$ cat src/rtl/mux8_scan_pkg.sv
// Shared constants and state encoding for the 8-channel mux scan sequencer.
package mux8_scan_pkg;

  localparam int N_CH       = 8;
  localparam int SEL_W      = 3;
  localparam int CNT_W      = 4;
  localparam int SETTLE_MIN = 1;
  localparam int SETTLE_MAX = 15;

  typedef enum logic [1:0] {
    ST_IDLE   = 2'd0,
    ST_SETTLE = 2'd1,
    ST_SAMPLE = 2'd2,
    ST_HOLD   = 2'd3
  } state_t;

  function automatic bit settle_legal(input int settle);
    return (settle >= SETTLE_MIN) && (settle <= SETTLE_MAX);
  endfunction

endpackage

$ cat src/rtl/mux8_scan.sv
// Steps the 8:1 mux select, samples its output after a settle delay per channel,
// and hands the assembled 8-bit frame downstream over valid/ready.
module mux8_scan
  import mux8_scan_pkg::*;
#(
  parameter int SETTLE = 2
) (
  input  logic             clk,
  input  logic             rst,
  input  logic             start,
  input  logic             cont,
  input  logic             mux_o,
  output logic [SEL_W-1:0] s,
  output logic [N_CH-1:0]  data,
  output logic             valid,
  input  logic             ready,
  output logic             busy
);

  if (!settle_legal(SETTLE)) begin : g_bad_settle
    $error("mux8_scan: SETTLE must be in 1..15");
  end

  localparam logic [CNT_W-1:0] CNT_LAST = CNT_W'(SETTLE - 1);
  localparam logic [SEL_W-1:0] SEL_LAST = SEL_W'(N_CH - 1);

  state_t            state;
  logic [CNT_W-1:0]  cnt;
  logic [N_CH-1:0]   shift;
  logic [N_CH-1:0]   frame;

  // NOTE: combinational blocks assign a full default first so no latch is inferred.
  always_comb begin
    frame    = shift;
    frame[s] = mux_o;
  end

  // NOTE: all state below is updated with non-blocking assignments only.
  always_ff @(posedge clk) begin
    if (!rst) begin
      state <= ST_IDLE;
      s     <= '0;
      cnt   <= '0;
      shift <= '0;
      data  <= '0;
      valid <= 1'b0;
      busy  <= 1'b0;
    end else begin
      case (state)
        ST_IDLE: begin
          if (start) begin
            state <= ST_SETTLE;
            s     <= '0;
            cnt   <= '0;
            busy  <= 1'b1;
          end
        end
        ST_SETTLE: begin
          cnt <= cnt + 1'b1;
          if (cnt == CNT_LAST) state <= ST_SAMPLE;
        end
        ST_SAMPLE: begin
          shift <= frame;
          // Only a fully assembled frame is published; partial scans stay internal.
          if (s == SEL_LAST) begin
            data  <= frame;
            valid <= 1'b1;
            state <= ST_HOLD;
          end else begin
            s     <= s + 1'b1;
            cnt   <= '0;
            state <= ST_SETTLE;
          end
        end
        ST_HOLD: begin
          if (valid && ready) begin
            valid <= 1'b0;
            s     <= '0;
            cnt   <= '0;
            if (cont) begin
              state <= ST_SETTLE;
            end else begin
              state <= ST_IDLE;
              busy  <= 1'b0;
            end
          end
        end
        default: state <= ST_IDLE;
      endcase
    end
  end

endmodule

$ cat config.mk
export PLATFORM = sky130hd
export DESIGN_NAME = mux8_scan
export DESIGN_NICKNAME = d
export VERILOG_FILES = /design/src/rtl/mux8_scan_pkg.sv /design/src/rtl/mux8_scan.sv
export SDC_FILE = /design/constraint.sdc
export NUM_CORES = 1
export LEC_CHECK = 0
export CAP_MARGIN = 20
export CORE_MARGIN = 2
export CORE_UTILIZATION = 40
export CTS_BUF_LIST = sky130_fd_sc_hd__clkbuf_4 sky130_fd_sc_hd__clkbuf_8 sky130_fd_sc_hd__clkbuf_16
export CTS_CLUSTER_SIZE = 40
export DETAILED_ROUTE_END_ITERATION = 16
export SYNTH_ARGS = -nofsm -noshare
export SYNTH_HDL_FRONTEND = slang
export SYNTH_SLANG_ARGS = --single-unit
export TNS_END_PERCENT = 30
$ cat constraint.sdc
create_clock -name clk -period 2.2 [get_ports clk]
set_clock_uncertainty 0.2 [all_clocks]
set_input_delay 0.33 -clock clk [delete_from_list [all_inputs] [get_ports clk]]
set_output_delay 0.33 -clock clk [all_outputs]
set_load 0.005 [all_outputs]
== Word-level counts from Yosys, hierarchy flattened ==
Index checks and enable logic that the tools add are counted.

* Reductions and logical operators: 12
* Muxes and demuxes: 24
* Magnitude comparators: 2
* $add $sub $neg: 2
* Equal/unequal tests: 11

{| class="wikitable"
|+ Operators with widths
! operator !! number
|-
| 4-bit case mux with 4 select lines || 1
|-
| 4-bit two-way mux || 3
|-
| 2-bit inequality test, second input constant || 6
|-
| 3-bit two-way mux || 3
|-
| 3-bit case mux with 3 select lines || 1
|-
| 3-bit AND reduction || 3
|-
| 8-bit bitwise mux || 1
|-
| 2-bit two-way mux || 4
|-
| 2-bit case mux with 4 select lines || 1
|-
| 4-bit AND reduction || 2
|-
| 1-bit two-way mux || 7
|-
| 4-bit by 1-bit adder with 4-bit output, second input constant || 1
|-
| 2-bit == test, second input constant || 2
|-
| 4-bit by 1-bit == test with 1-bit output, second input constant || 1
|-
| 3-bit by 4-bit less-than comparator with 1-bit output, second input constant || 1
|-
| 1-bit case mux with 2 select lines || 2
|-
| 2-bit nonzero test || 2
|-
| 3-bit by 1-bit adder with 3-bit output, second input constant || 1
|-
| 1-bit demux with 3-bit select || 1
|-
| 3-bit == test, second input constant || 1
|-
| 3-bit by 1-bit >= comparator with 1-bit output, second input constant || 1
|-
| 3-bit nonzero test || 1
|-
| 2-bit by 1-bit == test with 1-bit output, second input constant || 1
|-
| 1-bit logical AND || 2
|-
| other kinds (2) || 2
|}

* Bits in registers: 27
* Word-level logic and storage cells: 58
* Input bits: 6

== Depth between registers and ports, before layout ==
* Depth in word-level cells: 5
* Depth in mapped cells: 7
* Mapped depth without buffers: 6

== Worst setup path after synthesis ==
OpenSTA, ideal clock, no wires.

* Path kind: register -> register
* Start point: reg s[0]
* End point: reg state[1]
* Path buffers: 2
* Path slack: 0.479 ns
* Setup time: 0.115 ns
* Cell stages (with the launch flop): 7
* Required time: 1.885 ns
* Arrival: 1.407 ns
* Cells stage by stage: dfxtp_1 > ha_1 > ha_1 > and3b_1 > buf_2 > buf_2 > o21a_1

* Cells in the longest elaborated chain, start to end: 3

{| class="wikitable"
|+ Ends and longest elaborated chain
! element !! line !! RTL
|-
| start: declaration || mux8_scan.sv:13 || <nowiki>output logic [SEL_W-1:0] s,</nowiki>
|-
| start signal: assignment || mux8_scan.sv:70 || <nowiki>s <= s + 1'b1;</nowiki>
|-
| 3-bit == test || mux8_scan.sv:65 || <nowiki>if (s == SEL_LAST) begin</nowiki>
|-
| 2-bit two-way mux || mux8_scan.sv:65 ||
|-
| 2-bit case mux with 4 select lines || mux8_scan.sv:49 || <nowiki>case (state)</nowiki>
|-
| end signal: assignment || mux8_scan.sv:52 || <nowiki>state <= ST_SETTLE;</nowiki>
|-
| end signal: assignment || mux8_scan.sv:68 || <nowiki>state <= ST_HOLD;</nowiki>
|-
| end signal: assignment || mux8_scan.sv:72 || <nowiki>state <= ST_SETTLE;</nowiki>
|-
| end: declaration || mux8_scan.sv:27 || <nowiki>state_t state;</nowiki>
|}

No other way between the ends.
A chain may end at the register's enable or synchronous reset.

== Worst setup path in the final report ==
* Start point: reg s[0]
* End point: out s[0]

No word-level cell between the ends.

==> impl_metrics.ini <==
[floorplan]
pin_count = 19
die_h_um = 62.7
floorplan.rows = 21
die_x_um = 62.7
initial_core_util_pct = 41.4
die-area_um2 = 3940
coreArea_um2 = 3340

[critical_path]
start_kind = flip-flop
cp_max_fo = 13
crit_arrival_ps = 1410
critPathBufInv = 2
critPathMaxStageDelay_ps = 520
rr_endpoint = shift[4]
critical_path_class = flip-flop to output port
timing.rr.start = state[1]
r2r_setup_slack_ps = 410
worstSetupEndpointType = output port
crit_slowest_cell = clkdlybuf4s50_1
path_cells = buf_4, clkdlybuf4s50_1
worst_ep_required_time_ps = 1670
crit_family = buffers and inverters
r2r_cells = 4

[sta]
finalSetupTns_ps = 0
tightest_slew_ps = 563
finalHoldViolations = 0
fin_crit_ps = 1940
fin_crit_sh_pct = 88.4
drv_slew = 0
slew_headroom_pct = 62.4
rsz0062_at_grt = false
setup_viol_count_final = 0
fmax_ghz = 0.514

[worst_hold_path]
min_to = shift[0]
hold_depth = 2
min_from = shift[0]
hold_path_class = flip-flop to flip-flop

[global_routing]
grt_max_degree = 18
grt_pass1_vias = 1192
busiest_layer = met2
overflow = 0
use_met2_pct = 31.7
met3_usage_pct = 2.70
grt_pass1_wl_um = 5310
grt_use_met1_pct = 18.6
antenna_found_initial = 0
grt_usage_pct = 16.5

[run_status]
outcome = completed

[routing]
wl_per_cell_um = 13.5
drc = 0
wirelength_um = 3000
drtPass1Iterations = 4
drtIter0Drc = 86
avgViaCountPerCell = 5.28
ant_nets = 0
dr_total_vias = 1173

[yosys]
syn-instance-count = 159
yosysWarnings = 0
synth-xor-area-share_pct = 0
netlist-cell-type-count = 36
synth_area_um2 = 1380
synth_top_family_by_area = simple AND/OR/NAND/NOR gates
synth-simple-area-share_pct = 24.8
synth_edf_count = 0
synthAdderAreaFrac_pct = 3.63
synthFlopType = dfxtp_1
avgSynthCellArea_um2 = 8.68
muxShareOfSynthArea_pct = 8.70
ys_ff_latch = 27
async_flop_share_pct = 0
syn_nets = 169
yosysSeqAreaShare_pct = 39.2
synth_compound_gate_area_share_pct = 19.5

[pwr]
leakage_nw = 0.619
power_uw = 812
pwr_density_cell_nw_per_um2 = 496
ir_worst_vdd_v = 0.000251

[placement]
dpl.cell_count = 218
portBuffers = 18
place_hpwl_um = 2100
gp_congestion = 0.766

[flow_run]
drv_cap = 0

[final_layout]
layout_commonest_cell = dfxtp_1
instances_no_fill = 222
num-nets-final = 187
drive_above_1_share_pct = 8.52
num_antenna_cells = 0
area_delta_synth_final_pct = 18.5
fillerInstances = 346
layout.cells.most_common_list = dfxtp_1, clkdlybuf4s50_1, a21oi_1

[clock_network]
ctsHtreeMaxLevel = 1
hold_buffers = 0
cts_tree = yes
cts_setup_buffers = 0
clock_latency_ps = 320
cts_buffers = 3
cts.sinks = 27
clk_pin_slew_ps = 150
cts.repair.resized = 0
cts_root_buf = clkbuf_4
clock_path_buffers = 2
## Yosys cell counts, types with 2 or more instances
master / count / area [um2]
inv_1: 2 / 7.51
nor2b_1: 10 / 62.6
o21a_1: 2 / 15.0
buf_4: 2 / 15.0
nor2_1: 10 / 37.5
mux2i_1: 12 / 120
o21ai_0: 12 / 60.1
a31oi_1: 2 / 12.5
nor3_1: 2 / 10.0
a21oi_1: 14 / 70.1
a21o_1: 3 / 22.5
nand3b_1: 4 / 30.0
nand2b_1: 6 / 37.5
nand3_1: 7 / 35.0
buf_2: 4 / 20.0
a32oi_1: 3 / 26.3
clkbuf_1: 4 / 15.0
a21boi_0: 4 / 30.0
ha_1: 4 / 50.1
nand2_1: 10 / 37.5
dfxtp_1: 27 / 541
## power by group
| group | switching, mW | internal [mW] |
|---|---|---|
| logic | 0.0329 | 0.0346 |
| clock network | 0.151 | 0.0833 |
| registers | 0.0137 | 0.496 |
| total | 0.198 | 0.614 |
## through the flow
step,utilization (%),worst slack (ps),hold WS (ps),cell area [um2]
2_1_floorplan,-,479,243,1380
4_1_cts,49.0,241,290,1640
6_report,49.0,256,285,1640
5_1_grt,49.0,163,315,1640
3_5_place_dp,48.1,264,270,1610
3_3_place_gp,48.1,319,250,1610
## logic make-up (layout without fill, tap and decap cells)
family | count (synthesis) | count (layout)
AND/OR/NAND/NOR | 60 | 60
AO/OA/AOI/OAI | 44 | 44
flip-flops | 27 | 27
adder cells (fa/ha/maj) | 4 | 4
buffers and inverters | 12 | 29
multiplexers | 12 | 12
## per-layer routing
metal	vias up	part of all wire, %
li1	603	-
met1	543	45
met2	22	50
met3	5	3.0
met4	0	1.2
met5	-	0
## worst max-delay path by stage
stage,from,end,cells after the start
finish,s[0],s[0],2
global route,s[0],s[0],2
CTS,s[0],s[0],2
detailed placement,ready,cnt[3],5
global placement,ready,cnt[3],5
floorplan,s[0],state[1],6
## sequential cells by signal, summed over array words and instances (netlist names)
| name | flops |
|---|---|
| data | 8 |
| shift | 8 |
| cnt | 4 |
| s | 3 |
| state | 2 |
| busy | 1 |
| valid | 1 |
## layout make-up
type | count | area, um2 | area share, %
Clock buffer | 4 | 30.0 | 1.84
Inverter | 2 | 7.51 | 0.459
Multi-Input combinational cell | 120 | 782 | 47.8
Sequential cell | 27 | 541 | 33.1
Tap cell | 46 | 57.6 | 3.52
Timing Repair Buffer | 23 | 218 | 13.3
## tightest hold or removal path: stages, from the launching register on
cell and delay [ps]:
dfxtp_1 340, nand2_1 50, a21boi_0 70
Power figures use the tool's default switching activity.
